## src/rtl/operand_reduce_proc.sv

```systemverilog
// -----------------------------------------------------------------------------
// operand_reduce_proc
//
// Purpose:
//   Holds NUM_IN operand registers of WIDTH bits that are loaded from a shared
//   bus. On a start pulse it folds them into one result with a selectable
//   operation (ADD / XOR / MAX / MIN), one operand per clock. The result is
//   offered on a valid/ready output.
//
// Optional build macro:
//   OPERAND_REDUCE_SATURATE_EN - ADD clamps to all-ones instead of wrapping.
//                                ovf is reported identically in both builds.
//
// Ports:
//   clk        in   rising-edge clock
//   rst        in   synchronous active-high reset
//   din        in   [WIDTH-1:0]  shared operand load data
//   load       in   [NUM_IN-1:0] bit i loads din into operand i (IDLE only)
//   op         in   [1:0]  00 ADD, 01 XOR, 10 MAX (unsigned), 11 MIN (unsigned)
//   start      in   begin a reduction (IDLE only)
//   busy       out  FSM is not IDLE
//   out_data   out  [WIDTH-1:0] reduction result, held until the next result
//   out_valid  out  result is being offered (HOLD)
//   out_ready  in   consumer accepts the result (HOLD only)
//   ovf        out  ADD carry-out seen during the current/last reduction
//
// Handshake: out_valid is high for every cycle of HOLD. The transfer happens
// at the first rising edge where out_valid and out_ready are both high;
// out_valid drops after that edge. out_data/ovf never change while out_valid
// is high, and out_ready has no effect while out_valid is low.
// -----------------------------------------------------------------------------
module operand_reduce_proc #(
    parameter int WIDTH  = 4,
    parameter int NUM_IN = 4
) (
    input  logic              clk,
    input  logic              rst,
    input  logic [WIDTH-1:0]  din,
    input  logic [NUM_IN-1:0] load,
    input  logic [1:0]        op,
    input  logic              start,
    output logic              busy,
    output logic [WIDTH-1:0]  out_data,
    output logic              out_valid,
    input  logic              out_ready,
    output logic              ovf
);

    localparam int IDX_W = (NUM_IN > 1) ? $clog2(NUM_IN) : 1;
    localparam logic [IDX_W-1:0] LAST_IDX = IDX_W'(NUM_IN - 1);

    typedef enum logic [1:0] {
        S_IDLE = 2'd0,
        S_RUN  = 2'd1,
        S_HOLD = 2'd2
    } state_t;

    state_t             state_q, state_d;
    logic [WIDTH-1:0]   regs_q [NUM_IN];
    logic [WIDTH-1:0]   regs_d [NUM_IN];
    logic [WIDTH-1:0]   acc_q, acc_d;
    logic [IDX_W-1:0]   idx_q, idx_d;
    logic [1:0]         op_q, op_d;
    logic               run_ovf_q, run_ovf_d;
    logic [WIDTH-1:0]   out_data_q, out_data_d;
    logic               ovf_q, ovf_d;

    // One reduction step: combine acc with the operand currently indexed.
    logic [WIDTH-1:0]   operand;
    logic [WIDTH:0]     sum;
    logic [WIDTH-1:0]   step_val;
    logic               step_carry;

    always_comb begin
        operand    = regs_q[idx_q];
        sum        = {1'b0, acc_q} + {1'b0, operand};
        step_val   = acc_q;
        step_carry = 1'b0;
        case (op_q)
            2'b00: begin
                step_carry = sum[WIDTH];
`ifdef OPERAND_REDUCE_SATURATE_EN
                // Once clamped, acc is all-ones, so any further non-zero
                // addend carries again and keeps it clamped.
                step_val = sum[WIDTH] ? {WIDTH{1'b1}} : sum[WIDTH-1:0];
`else
                step_val = sum[WIDTH-1:0];
`endif
            end
            2'b01:   step_val = acc_q ^ operand;
            2'b10:   step_val = (operand > acc_q) ? operand : acc_q;
            default: step_val = (operand < acc_q) ? operand : acc_q;
        endcase
    end

    always_comb begin
        state_d    = state_q;
        regs_d     = regs_q;
        acc_d      = acc_q;
        idx_d      = idx_q;
        op_d       = op_q;
        run_ovf_d  = run_ovf_q;
        out_data_d = out_data_q;
        ovf_d      = ovf_q;

        case (state_q)
            S_IDLE: begin
                for (int i = 0; i < NUM_IN; i++) begin
                    if (load[i]) regs_d[i] = din;
                end
                // acc seeds from the pre-load value of operand 0 even when a
                // load hits the same edge.
                if (start) begin
                    op_d      = op;
                    acc_d     = regs_q[0];
                    idx_d     = IDX_W'(1);
                    run_ovf_d = 1'b0;
                    ovf_d     = 1'b0;
                    state_d   = S_RUN;
                end
            end
            S_RUN: begin
                acc_d     = step_val;
                run_ovf_d = run_ovf_q | step_carry;
                if (idx_q == LAST_IDX) begin
                    out_data_d = step_val;
                    ovf_d      = run_ovf_q | step_carry;
                    state_d    = S_HOLD;
                end else begin
                    idx_d = idx_q + IDX_W'(1);
                end
            end
            S_HOLD: begin
                if (out_ready) state_d = S_IDLE;
            end
            default: state_d = S_IDLE;
        endcase
    end

    always_ff @(posedge clk) begin
        if (rst) begin
            state_q    <= S_IDLE;
            for (int i = 0; i < NUM_IN; i++) regs_q[i] <= '0;
            acc_q      <= '0;
            idx_q      <= '0;
            op_q       <= 2'b00;
            run_ovf_q  <= 1'b0;
            out_data_q <= '0;
            ovf_q      <= 1'b0;
        end else begin
            state_q    <= state_d;
            regs_q     <= regs_d;
            acc_q      <= acc_d;
            idx_q      <= idx_d;
            op_q       <= op_d;
            run_ovf_q  <= run_ovf_d;
            out_data_q <= out_data_d;
            ovf_q      <= ovf_d;
        end
    end

    // Status outputs decode registered state only.
    assign busy      = (state_q != S_IDLE);
    assign out_valid = (state_q == S_HOLD);
    assign out_data  = out_data_q;
    assign ovf       = ovf_q;

endmodule
```

## config.mk

```make
export PLATFORM = sky130hd
export DESIGN_NAME = operand_reduce_proc
export DESIGN_NICKNAME = d
export VERILOG_FILES = /design/src/rtl/operand_reduce_proc.sv
export SDC_FILE = /design/constraint.sdc
export NUM_CORES = 1
export LEC_CHECK = 0
export CORE_UTILIZATION = 56
export DETAILED_ROUTE_END_ITERATION = 12
export GPL_TIMING_DRIVEN = 1
export PLACE_DENSITY = 0.79
export SYNTH_ARGS = -nofsm -noshare
export SYNTH_HDL_FRONTEND = slang
export SYNTH_SLANG_ARGS = --single-unit
export TNS_END_PERCENT = 20
```

## constraint.sdc

```tcl
create_clock -name clk -period 3.7 [get_ports clk]
set_clock_uncertainty 0.2 [all_clocks]
set_input_delay 0.555 -clock clk [delete_from_list [all_inputs] [get_ports clk]]
set_output_delay 0.555 -clock clk [all_outputs]
set_load 0.03 [all_outputs]
```

==> metrics.md <==
| Metric | Value |
|---|---|
| Post-synthesis compound-gate area fraction | 20.8% |
| Cell count after synthesis | approximately 220 |
| Nets | 260 |
| Int Pwr | 606 uW |
| Vias/cell | 6.01 |
| WP data required | ~3800 ps |
| Hold depth | 2 |
| Net Count, Synth | 245 |
| Global-route usage over all layers | 28.3% |
| GR met3 Demand/Resource | ~6.6% |
| Vias | 1690 |
| I/O pin count | 21 |
| Post-synth EDFFs | 0 |
| M2 GR Usage | 48.0% |
| Synthesis Warnings | 0 |
| Sequential cell area | 641 um2 |
| Post-synth top area cell | dfxtp_1 |
| Simple-gate portion of the synthesized area | 18.1% |
| Initial antenna violation count | 0 |
| Multi-input logic area | 0.00116 mm2 |
| Met1 global-route usage | 34.5% |
| Largest net degree at the start of global routing | 19 |
| Worst Setup Start Kind | flop |
| Root buffer cell | clkbuf_4 |
| Status | completed |
| Max Slew Vio Count | 0 |
| Full die area | 0.00368 mm2 |
| Final HPWL DP | 3.40 mm |
| DR WL/cell | 16.2 um |
| PwrDens | 405 mW/mm2 |
| WHS | 283 ps |
| CTS clk-pin slew, worst paths | 110 ps |
| # setup viols final | 0 |
| Post-CTS Setup Bufs | 0 |
| Worst-Margin Slew | 671 ps |
| Drt first-iter violations | 85 |
| Syn avg cell area | roughly 8.7 um2 |
| Min-Delay Endpoint | ovf |
| Core Region | between 0.003 and 0.004 mm2 |
| Core Util, Final | 70.2% |
| Switching power | 290 uW |
| First-pass GRT wire length | approximately 7.5 mm |
| Cts hold-fix bufs | 0 |
| Fraction of registers with async set or reset after synthesis | 0% |
| Slew HR | 54.9% |
| Register share of total power | 43.9% |
| Critical path data arrival time | 3080 ps |
| # Max-Cap Violations | 0 |
| Residual DRC count | 0 |
| Register bit count reported by yosys | 32 |
| Die X | 60.7 um |
| Critical path fanouts, max | 8 |
| Top delay family on crit path | multiplexers |
| Post-synthesis mux area share | 14.6% |
| RePlAce Congestion | 0.889 |
| Clock Latency Late Sink | 340 ps |
| Critical-path top delay cell | mux4_2 |
| Final ANT Viol Nets | 0 |
| Top-area cell type share of the netlist area | around a third |
| Die Ht | between 60 and 70 um |
| CP bufs+invs | 1 |
| CP peak stage delay | approximately 640 ps |
| Buffers on Ports | 20 |
| Final hold violation count | 0 |
| Fmax | between 0.3 and 0.4 GHz |
| Synth Area in Adders | 6.88% |
| R2R Setup Slk | around 670 ps |
| Most frequent cell after synthesis | nor2_1 |
| H-tree levels | 2 |
| Setup TNS | 0 ps |
| Post-synth top flop | dfxtp_1 |
| Grt total ovfl | 0 |
| Post-cts sizing count | 0 |
| Crit end category | flop |
| Starting density of the core | 61.1% |
| # rows | 20 |
| Crit Path Class | flop to flop |
| Critical-path cell list | mux4_2, ha_1, inv_1, nor3_4, a21o_1, a31oi_1, a311oi_1 |
| Crit Reg-Reg Startpoint | idx_q[0] |
| Count of cell types in the netlist | 47 |
| Leakage power | 0.000838 uW |
| Number of global-route vias before repair | 1625 |
| Reg2Reg Depth | 7 |
| RSZ-0062 raised after global routing | no |
| WL final | 4.55 mm |
| Mapped Area | between 0.0015 and 0.002 mm2 |
| Sw Share | 32.4% |
| Final worst-path cycle share | 82.0% |
| Share of total power in the clock network | 29.7% |
| Layout cells sized above 1 | under 10% |
| First-pass detailed-route iteration total | 4 |
| FILL cells | 269 |
| Post-Synth XOR/XNOR Area | 0% |
| CTS Buf Count | 5 |
| Dominant cells by area after synthesis | dfxtp_1, mux2i_1, nor2_1 |
| CTS tree | built |
| Reg-to-reg endpoint | out_data[0] |
| Clk sink count | 32 |
| Hold Startpoint | ovf |
| Seq/Total Area, Yosys | 33.2% |
| Combinational family with the most area after synthesis | compound AO/OA/AOI/OAI gates |
| Max clock buf depth | 2 |
| N_diodes | 0 |
| HP Class | flop to flop |
| Combinational share of power | 26.4% |
| Synth-to-Final Area Change | 14.9% |
| Worst vdd rail ir drop | about 310 uV |
| Commonest cells post-synth | nor2_1, dfxtp_1, mux2i_1 |
| Layer with the highest usage | met2 |
| Final Critical Period | 3030 ps |
-- tightest hold or removal path, stage by stage (launching register included) --
cell	delay, ps
dfxtp_1	330
nand3_1	70
a21oi_1	50
-- cell usage in the layout, fill, tap and decap left out, types with 2 or more instances in the layout --
cell type,n
a211oi_1,5
a21o_1,2
a21oi_1,6
a221o_1,2
a221oi_1,2
a22oi_1,2
a311oi_1,2
a31oi_1,4
a41oi_1,2
and2_1,5
and2b_1,2
buf_4,2
clkbuf_4,5
clkdlybuf4s50_1,20
dfxtp_1,32
ha_1,9
inv_1,15
mux2i_1,18
mux4_2,4
nand2_1,14
nand2b_1,3
nand3_1,6
nand3b_1,2
nor2_1,33
nor2b_1,2
nor3_1,4
o211ai_1,2
o21ai_0,5
o21ai_1,3
o221ai_1,2
o22ai_1,3
-- state kept, by name, indices dropped and copies added, names as in the netlist --
register   flops
state_q        2
acc_q          4
run_ovf_q      1
ovf            1
out_data       4
op_q           2
regs_q        16
idx_q          2
-- per-layer routing --
layer	up-vias	part of all wire (%)
li1	820	-
met4	0	2.2
met5	-	0
met2	68	51
met3	12	5.8
met1	790	41
-- final cells by class --
cell class,count,area share (%)
clock buffer,5,1.70
clock inverter,3,1.92
inverter,16,2.71
multi-input combinational,159,52.5
sequential,32,28.9
tap,44,2.49
timing repair buffer,22,9.72
-- power groups by stage --
stage	clock network (uW)	registers [uW]	logic (uW)
after floorplan	0	388	184
after global placement	0	399	222
after detailed placement	0	400	235
after CTS	271	393	236
after global routing	289	396	259
final	266	393	237
-- through the flow --
stage	setup slack [ps]	area, um2	total power, uW	instances
CTS	651	2210	900	281
global placement	811	2130	621	273
finish	668	2210	896	281
detailed placement	642	2130	635	273
global route	497	2210	944	281
floorplan	1030	1930	572	221
-- worst max-delay path by stage --
stage / startpoint / slack (ps) / cells after the start / endpoint
6_report: idx_q[0] / 670 / 7 / out_data[0]
5_1_grt: idx_q[0] / 500 / 7 / out_data[1]
4_1_cts: idx_q[0] / 650 / 7 / out_data[1]
3_5_place_dp: idx_q[0] / 640 / 7 / out_data[1]
3_3_place_gp: idx_q[0] / 810 / 7 / out_data[0]
2_1_floorplan: idx_q[0] / 1030 / 9 / out_data[1]
-- cells by family (layout without fill, tap and decap cells) --
logic type | count (synthesis) | after routing
AO/OA/AOI/OAI | 52 | 52
AND/OR/NAND/NOR | 74 | 74
multiplexers | 23 | 23
adder cells (fa/ha/maj) | 10 | 10
flip-flops | 32 | 32
buffers and inverters | 30 | 46
No activity file was read; power rests on OpenSTA's default activity.
